$ cat config.mk
export PLATFORM = sky130hd
export DESIGN_NAME = mult_unit
export DESIGN_NICKNAME = d
export VERILOG_FILES = /design/src/rtl/mult_unit.sv
export SDC_FILE = /design/constraint.sdc
export NUM_CORES = 1
export LEC_CHECK = 0
export CAP_MARGIN = 5
export CORE_UTILIZATION = 49
export DETAILED_ROUTE_END_ITERATION = 7
export PLACE_DENSITY = 0.71
export SETUP_SLACK_MARGIN = 0.4
export SKIP_LAST_GASP = 1
export SYNTH_ARGS = -nofsm -noshare
export SYNTH_HDL_FRONTEND = slang
export SYNTH_SLANG_ARGS = --single-unit
$ cat constraint.sdc
create_clock -name clk -period 3.4 [get_ports clk]
set_input_delay 0.68 -clock clk [delete_from_list [all_inputs] [get_ports clk]]
set_output_delay 0.68 -clock clk [all_outputs]
set_load 0.03 [all_outputs]
$ cat src/rtl/mult_unit.sv
`default_nettype none
// +--------------------------------------------------------------------------+
// | mult_unit: sequential 8x8 shift-add multiplier, two-cycle byte writeback |
// | Revision: 1.0                                                            |
// +--------------------------------------------------------------------------+
module mult_unit (
    input  logic       clk,
    input  logic       reset,
    input  logic       start,
    input  logic       is_signed,
    input  logic [7:0] op_a,
    input  logic [7:0] op_b,
    input  logic [1:0] dest_lo,
    input  logic [1:0] dest_hi,
    output logic       busy,
    output logic       done,
    output logic       wb_en,
    output logic [1:0] wb_reg,
    output logic [7:0] wb_value
);

    typedef enum logic [2:0] {
        IDLE  = 3'd0,
        MUL   = 3'd1,
        NEG   = 3'd2,
        WB_LO = 3'd3,
        WB_HI = 3'd4
    } state_t;

    state_t      state;
    state_t      state_nx;
    logic [15:0] prod;
    logic [2:0]  cnt;
    logic [7:0]  mcand;
    logic [7:0]  mplier;
    logic        neg;
    logic [1:0]  dlo;
    logic [1:0]  dhi;
    logic [15:0] addend;

    // Magnitude of -128 is 128, which still fits as an unsigned byte.
    function automatic logic [7:0] mag(input logic [7:0] v, input logic sgn);
        return (sgn && v[7]) ? (~v + 8'd1) : v;
    endfunction

    assign addend = mplier[0] ? ({8'd0, mcand} << cnt) : 16'd0;

    always_ff @(posedge clk or posedge reset) begin
        if (reset) begin
            state <= IDLE;
        end else begin
            state <= state_nx;
        end
    end

    always_ff @(posedge clk or posedge reset) begin
        if (reset) begin
            prod   <= 16'd0;
            cnt    <= 3'd0;
            mcand  <= 8'd0;
            mplier <= 8'd0;
            neg    <= 1'b0;
            dlo    <= 2'd0;
            dhi    <= 2'd0;
        end else begin
            case (state)
                IDLE: begin
                    if (start) begin
                        mcand  <= mag(op_a, is_signed);
                        mplier <= mag(op_b, is_signed);
                        neg    <= is_signed & (op_a[7] ^ op_b[7]);
                        dlo    <= dest_lo;
                        dhi    <= dest_hi;
                        prod   <= 16'd0;
                        cnt    <= 3'd0;
                    end
                end
                MUL: begin
                    prod   <= prod + addend;
                    mplier <= mplier >> 1;
                    cnt    <= cnt + 3'd1;
                end
                NEG: begin
                    prod <= ~prod + 16'd1;
                end
                default: begin
                end
            endcase
        end
    end

    always_comb begin
        state_nx = state;
        busy     = 1'b1;
        done     = 1'b0;
        wb_en    = 1'b0;
        wb_reg   = 2'd0;
        wb_value = 8'd0;
        case (state)
            IDLE: begin
                busy = 1'b0;
                if (start) state_nx = MUL;
            end
            MUL: begin
                if (cnt == 3'd7) state_nx = neg ? NEG : WB_LO;
            end
            NEG: begin
                state_nx = WB_LO;
            end
            WB_LO: begin
                wb_en    = 1'b1;
                wb_reg   = dlo;
                wb_value = prod[7:0];
                state_nx = WB_HI;
            end
            WB_HI: begin
                wb_en    = 1'b1;
                wb_reg   = dhi;
                wb_value = prod[15:8];
                done     = 1'b1;
                state_nx = IDLE;
            end
            default: begin
                busy     = 1'b0;
                state_nx = IDLE;
            end
        endcase
    end

endmodule
`default_nettype wire

After elaboration in Yosys (flattened, before gate mapping)
Cells that the tools add are included.
W data, S select, Z words.

storage, ports and cells
  logic and storage cells = 55
  bits of input ports = 24
  output and inout bits = 13
  flip-flop bits (word level) = 43

cells by class
  shift-type cells = 1
  equal/unequal tests = 7
  muxes and demuxes = 18
  reduce and logical (&&, ||, !) cells = 11
  bitwise operators = 5
  add/sub/neg operators = 5

operators by type and width
  cell                     count
  $pmux W16 S3             1
  $mux W16                 2
  $pmux W8 S2              2
  $mux W8                  3
  $add A16 B1 Y16 const B  1
  $add A16 B16 Y16         1
  $add A8 B1 Y8 const B    2
  $not A16 Y16             1
  $not A8 Y8               2
  $shl A8 B3 Y16           1
  $pmux W3 S4              1
  $mux W3                  3
  $reduce_and A2 Y1        4
  $eq A3 B2 Y1 const B     2
  $eq A3 B3 Y1 const B     2
  $pmux W3 S2              1
  $mux W1                  4
  $ne A2 B2 Y1 const B     2
  $pmux W2 S2              1
  $reduce_or A4 Y1         1
  $add A3 B1 Y3 const B    1
  $eq A3 B1 Y1 const B     1
  $logic_not A3 Y1         1
  $reduce_bool A3 Y1       1
  5 further kinds          6

Depth between registers and ports, before layout
  word-level depth = 5
  depth in mapped cells = 14
  mapped depth without buffers = 13

Least setup slack after synthesis
OpenSTA, ideal clock, no wires.

  path type = flip-flop to flip-flop
  start point = register cnt[1]
  end point = register prod[14]
  buffers on the path = 1
  period minus slack after synthesis = 3182 ps
  setup slack = 218 ps
  data required time = 3276 ps
  data arrival time = 3058 ps
  setup time = 124 ps
  cell stages (with the launch flop) = 13
  path through = dfrtp_1 clkbuf_1 mux2_2 o21ai_0 o21ai_0 and2_1 ha_1 a21o_1 a31o_2 a221o_1 a21oi_1 xnor2_1 a211o_1

on the way
  word-level cells in the longest chain between the ends = 4

RTL lines
  item                    line  text
  start, declared         33    logic [2:0] cnt;
  start signal, assigned  81    cnt <= cnt + 3'd1;
  $shl A8 B3 Y16          46    assign addend = mplier[0] ? ({8'd0, mcand} << cnt) : 16'd0;
  $mux W16                46
  $add A16 B16 Y16        79    prod <= prod + addend;
  $pmux W16 S3            66    case (state)
  end signal, assigned    79
  end signal, assigned    84    prod <= ~prod + 16'd1;
  end, declared           32    logic [15:0] prod;

No other way between the ends.
A chain may end at the register's enable or synchronous reset.

Final worst setup path
  start point = register state[0]
  end point = output wb_value[2]

on the way
  word-level cells in the longest chain between the ends = 2
  elaborated cells on any way between the ends = 3
  those cells by class = 2 x eq/ne; 1 x mux

RTL lines
  item                                          line  text
  start, declared                               30    state_t state;
  start signal, assigned                        52    state <= state_nx;
  $eq A3 B3 Y1 or $eq A3 B2 Y1 (tied branches)  99    case (state)
  $pmux W8 S2 *                                 99
  end, declared                                 19    output logic [7:0] wb_value

Mark *: on every way between the ends. The rest lies on a longest branch, timed or not.

==> results.json <==
{
  "p_per_area_nw_per_um2": 810.0,
  "grt_pass1_wl_um": 14290,
  "status": "finished clean",
  "relSlewSlack_pct": 32.91,
  "fmax_mhz": 346.0,
  "fin_crit_ns": 2.890,
  "async_reset_ff_share_pct": 100.0,
  "place.gp.congestion": 0.8838,
  "antenna_cells": 0,
  "hpwlAfterDp_um": 6374,
  "cts_buffer_depth": 2,
  "power_mw": 3.482,
  "tightest_slew_ns": 0.9978,
  "ys_ff_latch": 43,
  "internal_power_mw": 1.878,
  "synth_cells": 421,
  "combPwrFrac_pct": 58.6,
  "hold_class": "reg -> reg",
  "synth_cell_types": 54,
  "layout_commonest_cell": "nand2_1",
  "cts.sinks": 43,
  "p_leak_nw": 1.842,
  "drc": 0,
  "startpoint_type": "flip-flop",
  "worst_setup_path_end_kind": "output port",
  "period_share_pct": 84.99,
  "ant_nets": 0,
  "synth_enable_flop_cells": 0,
  "wl_um": 8770,
  "cp_max_fo": 14,
  "swShare_pct": 46.07,
  "ys.flop_type": "dfrtp_1",
  "cts_root_buffer": "clkbuf_8",
  "viasPerCell": 5.820,
  "maxCapViolCount": 0,
  "die_area_um2": 7363,
  "cp_cell_sequence": "nand2_1, nor2_1, buf_4, a22o_1, clkdlybuf4s50_1",
  "crit_slowest_cell": "clkdlybuf4s50_1",
  "p_sw_mw": 1.604,
  "grt-ovfl-total": 0,
  "fp.dieH_um": 85.81,
  "portBuffers": 36,
  "layout.nets": 509,
  "vias": 3265,
  "cts_buffers": 5,
  "clk_latency_ns": 0.31,
  "initial_core_util_pct": 50.66,
  "die_w_um": 85.81,
  "drtPass1Iterations": 5,
  "syn2layout_area_growth_pct": 24.90,
  "setup_ws_ns": 0.5102,
  "yosys_warnings": 0,
  "drv_slew": 0,
  "skew_ns": 0.006160,
  "gr-usage-all-layers_pct": 24.40,
  "post-place-ws_ns": 0.3100,
  "syn_area_um2": 3442,
  "antenna_found_initial": 0,
  "timing.critical_path.buf_inv": 2,
  "syn-num-nets": 466,
  "drt-initial-drc-count": 181,
  "num_io_pins": 37,
  "mostFrequentLayoutCells": "57 x nand2_1, 39 x dfrtp_1, 37 x nor2_1",
  "critical_path.top_delay_family": "buffers and inverters",
  "holdBufCountCts": 0,
  "crit_required_ns": 2.72,
  "critPathArrivalTime_ns": 2.21,
  "peakVddDrop_mv": 0.3175,
  "core_um2": 6794,
  "layout-drive-gt1-share_pct": 15.05,
  "wl_per_cell_um": 15.63,
  "tns_ns": 0,
  "clk_pin_slew_ns": 0.09,
  "rsz0062_at_grt": "yes",
  "cp_slowest_stage_delay_ns": 0.67,
  "grt_pass1_vias": 3042,
  "avgSynthCellArea_um2": 8.176,
  "htree_levels": 2,
  "setup_viol": 0,
  "rows": 30,
  "hold_viol_final": 0,
  "cts_tree": "done",
  "grt_max_degree": 44,
  "clockPowerShare_pct": 11.9,
  "crit_type": "reg -> out",
  "power_frac_seq_pct": 29.5,
  "synth_seq_area_share_pct": 31.26
}
## worst paths after layout
| check | start | to | slack (ns) | cells after the start |
|---|---|---|---|---|
| setup / recovery | state[0]$_DFFE_PP0P_ | wb_value[2] | 0.51 | 5 |
| hold / removal | dlo[1]$_DFFE_PP0P_ | dlo[1]$_DFFE_PP0P_ | 0.48 | 2 |
| setup reg to reg | cnt[1]$_DFFE_PP0P_ | prod[13]$_DFFE_PP0P_ | 0.52 | 15 |
| hold reg to reg | dlo[1]$_DFFE_PP0P_ | dlo[1]$_DFFE_PP0P_ | 0.48 | 2 |
| max in group asynchronous | reset | cnt[1]$_DFFE_PP0P_ | 2.20 | 3 |
| min in group asynchronous | reset | state[2]$_DFFE_PP0P_ | 0.81 | 3 |
## final cells by class
cell class / count / area [µm²]
clock buffer: 5 / 68.82
clock inverter: 3 / 46.29
fill: 594 / 2495
inverter: 15 / 56.30
multi-input combinational: 345 / 2412
sequential: 43 / 1081
tap: 96 / 120.1
timing repair buffer: 54 / 514.2
## cells in the mapped netlist (2+ instances only)
| master | instances | area [µm²] |
|---|---|---|
| a31oi_1 | 4 | 25.02 |
| inv_1 | 15 | 56.30 |
| a21o_1 | 5 | 37.54 |
| nor2b_1 | 12 | 75.07 |
| a21oi_1 | 22 | 110.1 |
| xor2_1 | 11 | 96.34 |
| nor4b_1 | 2 | 17.52 |
| nand3_1 | 12 | 60.06 |
| nor2_1 | 38 | 142.6 |
| a221o_1 | 2 | 20.02 |
| nor3_1 | 8 | 40.04 |
| a22o_1 | 13 | 113.9 |
| o31ai_1 | 5 | 37.54 |
| and2_1 | 6 | 37.54 |
| ha_1 | 20 | 250.2 |
| a22oi_1 | 12 | 90.09 |
| o211ai_1 | 2 | 15.01 |
| or4_1 | 2 | 15.01 |
| nand2_1 | 59 | 221.5 |
| nand2b_1 | 5 | 31.28 |
| dfrtp_1 | 43 | 1076 |
| or3_1 | 6 | 37.54 |
| clkbuf_1 | 16 | 60.06 |
| or4b_4 | 2 | 27.53 |
| mux2i_1 | 9 | 90.09 |
| o221ai_1 | 3 | 26.28 |
| mux2_2 | 4 | 45.04 |
| o41ai_1 | 2 | 17.52 |
| o21ai_0 | 38 | 190.2 |
| xnor2_1 | 17 | 148.9 |
| o21ai_1 | 3 | 15.01 |
## worst min-delay path, delay by kind of cell, from the launching register on
family	cells	cell delay (ns)
simple gates	2	0.10
flops	1	0.35
## through the flow
stage | hold WS, ns | util, % | cells | cell area, µm²
after floorplan | 0.4386 | - | 421 | 3452
after global placement | 0.4608 | 57.85 | 546 | 3930
after detailed placement | 0.4591 | 57.85 | 546 | 3930
after CTS | 0.4873 | 59.72 | 554 | 4058
after global routing | 0.5222 | 63.28 | 561 | 4299
final | 0.4804 | 63.28 | 561 | 4299
## repair_timing
action / 4_1_cts / 5_1_grt
endpoints found under the setup margin: 2 / 15
resized for setup: 4 / 45
hold endpoints to repair: 0 / 0
buffers inserted: 0 / 7
pin swaps: 1 / 13
## power groups by stage
stage	Combinational, mW	Clock [mW]	Sequential [mW]
6_report	2.04	0.416	1.03
5_1_grt	2.25	0.444	1.06
2_1_floorplan	1.37	0	0.891
4_1_cts	1.75	0.420	0.992
3_3_place_gp	1.70	0	0.995
3_5_place_dp	1.73	0	0.998
## logic make-up (layout without fill, tap and decap cells)
family / after synthesis / count (layout) / share of synthesized area (%)
simple gates: 160 / 160 / 22.47
compound gates: 123 / 123 / 23.56
flops: 43 / 43 / 31.26
buf+inv: 33 / 77 / 3.817
xor+xnor: 28 / 28 / 7.125
fa+ha+maj: 21 / 21 / 7.852
mux: 13 / 13 / 3.926
## sequential cells by signal (all words and copies together), names as in the netlist
signal	cells
dhi	2
cnt	3
neg	1
state	3
dlo	2
mplier	8
mcand	8
prod	16
## routing by layer
| metal | part of all wire, % | global-route usage [%] | up-vias |
|---|---|---|---|
| li1 | - | - | 1601 |
| met1 | 44 | 31.25 | 1545 |
| met2 | 49 | 42.04 | 101 |
| met3 | 4.0 | 4.042 | 18 |
| met4 | 2.2 | 8.030 | 0 |
| met5 | 0 | 0 | - |
No activity file was read; power rests on OpenSTA's default activity.
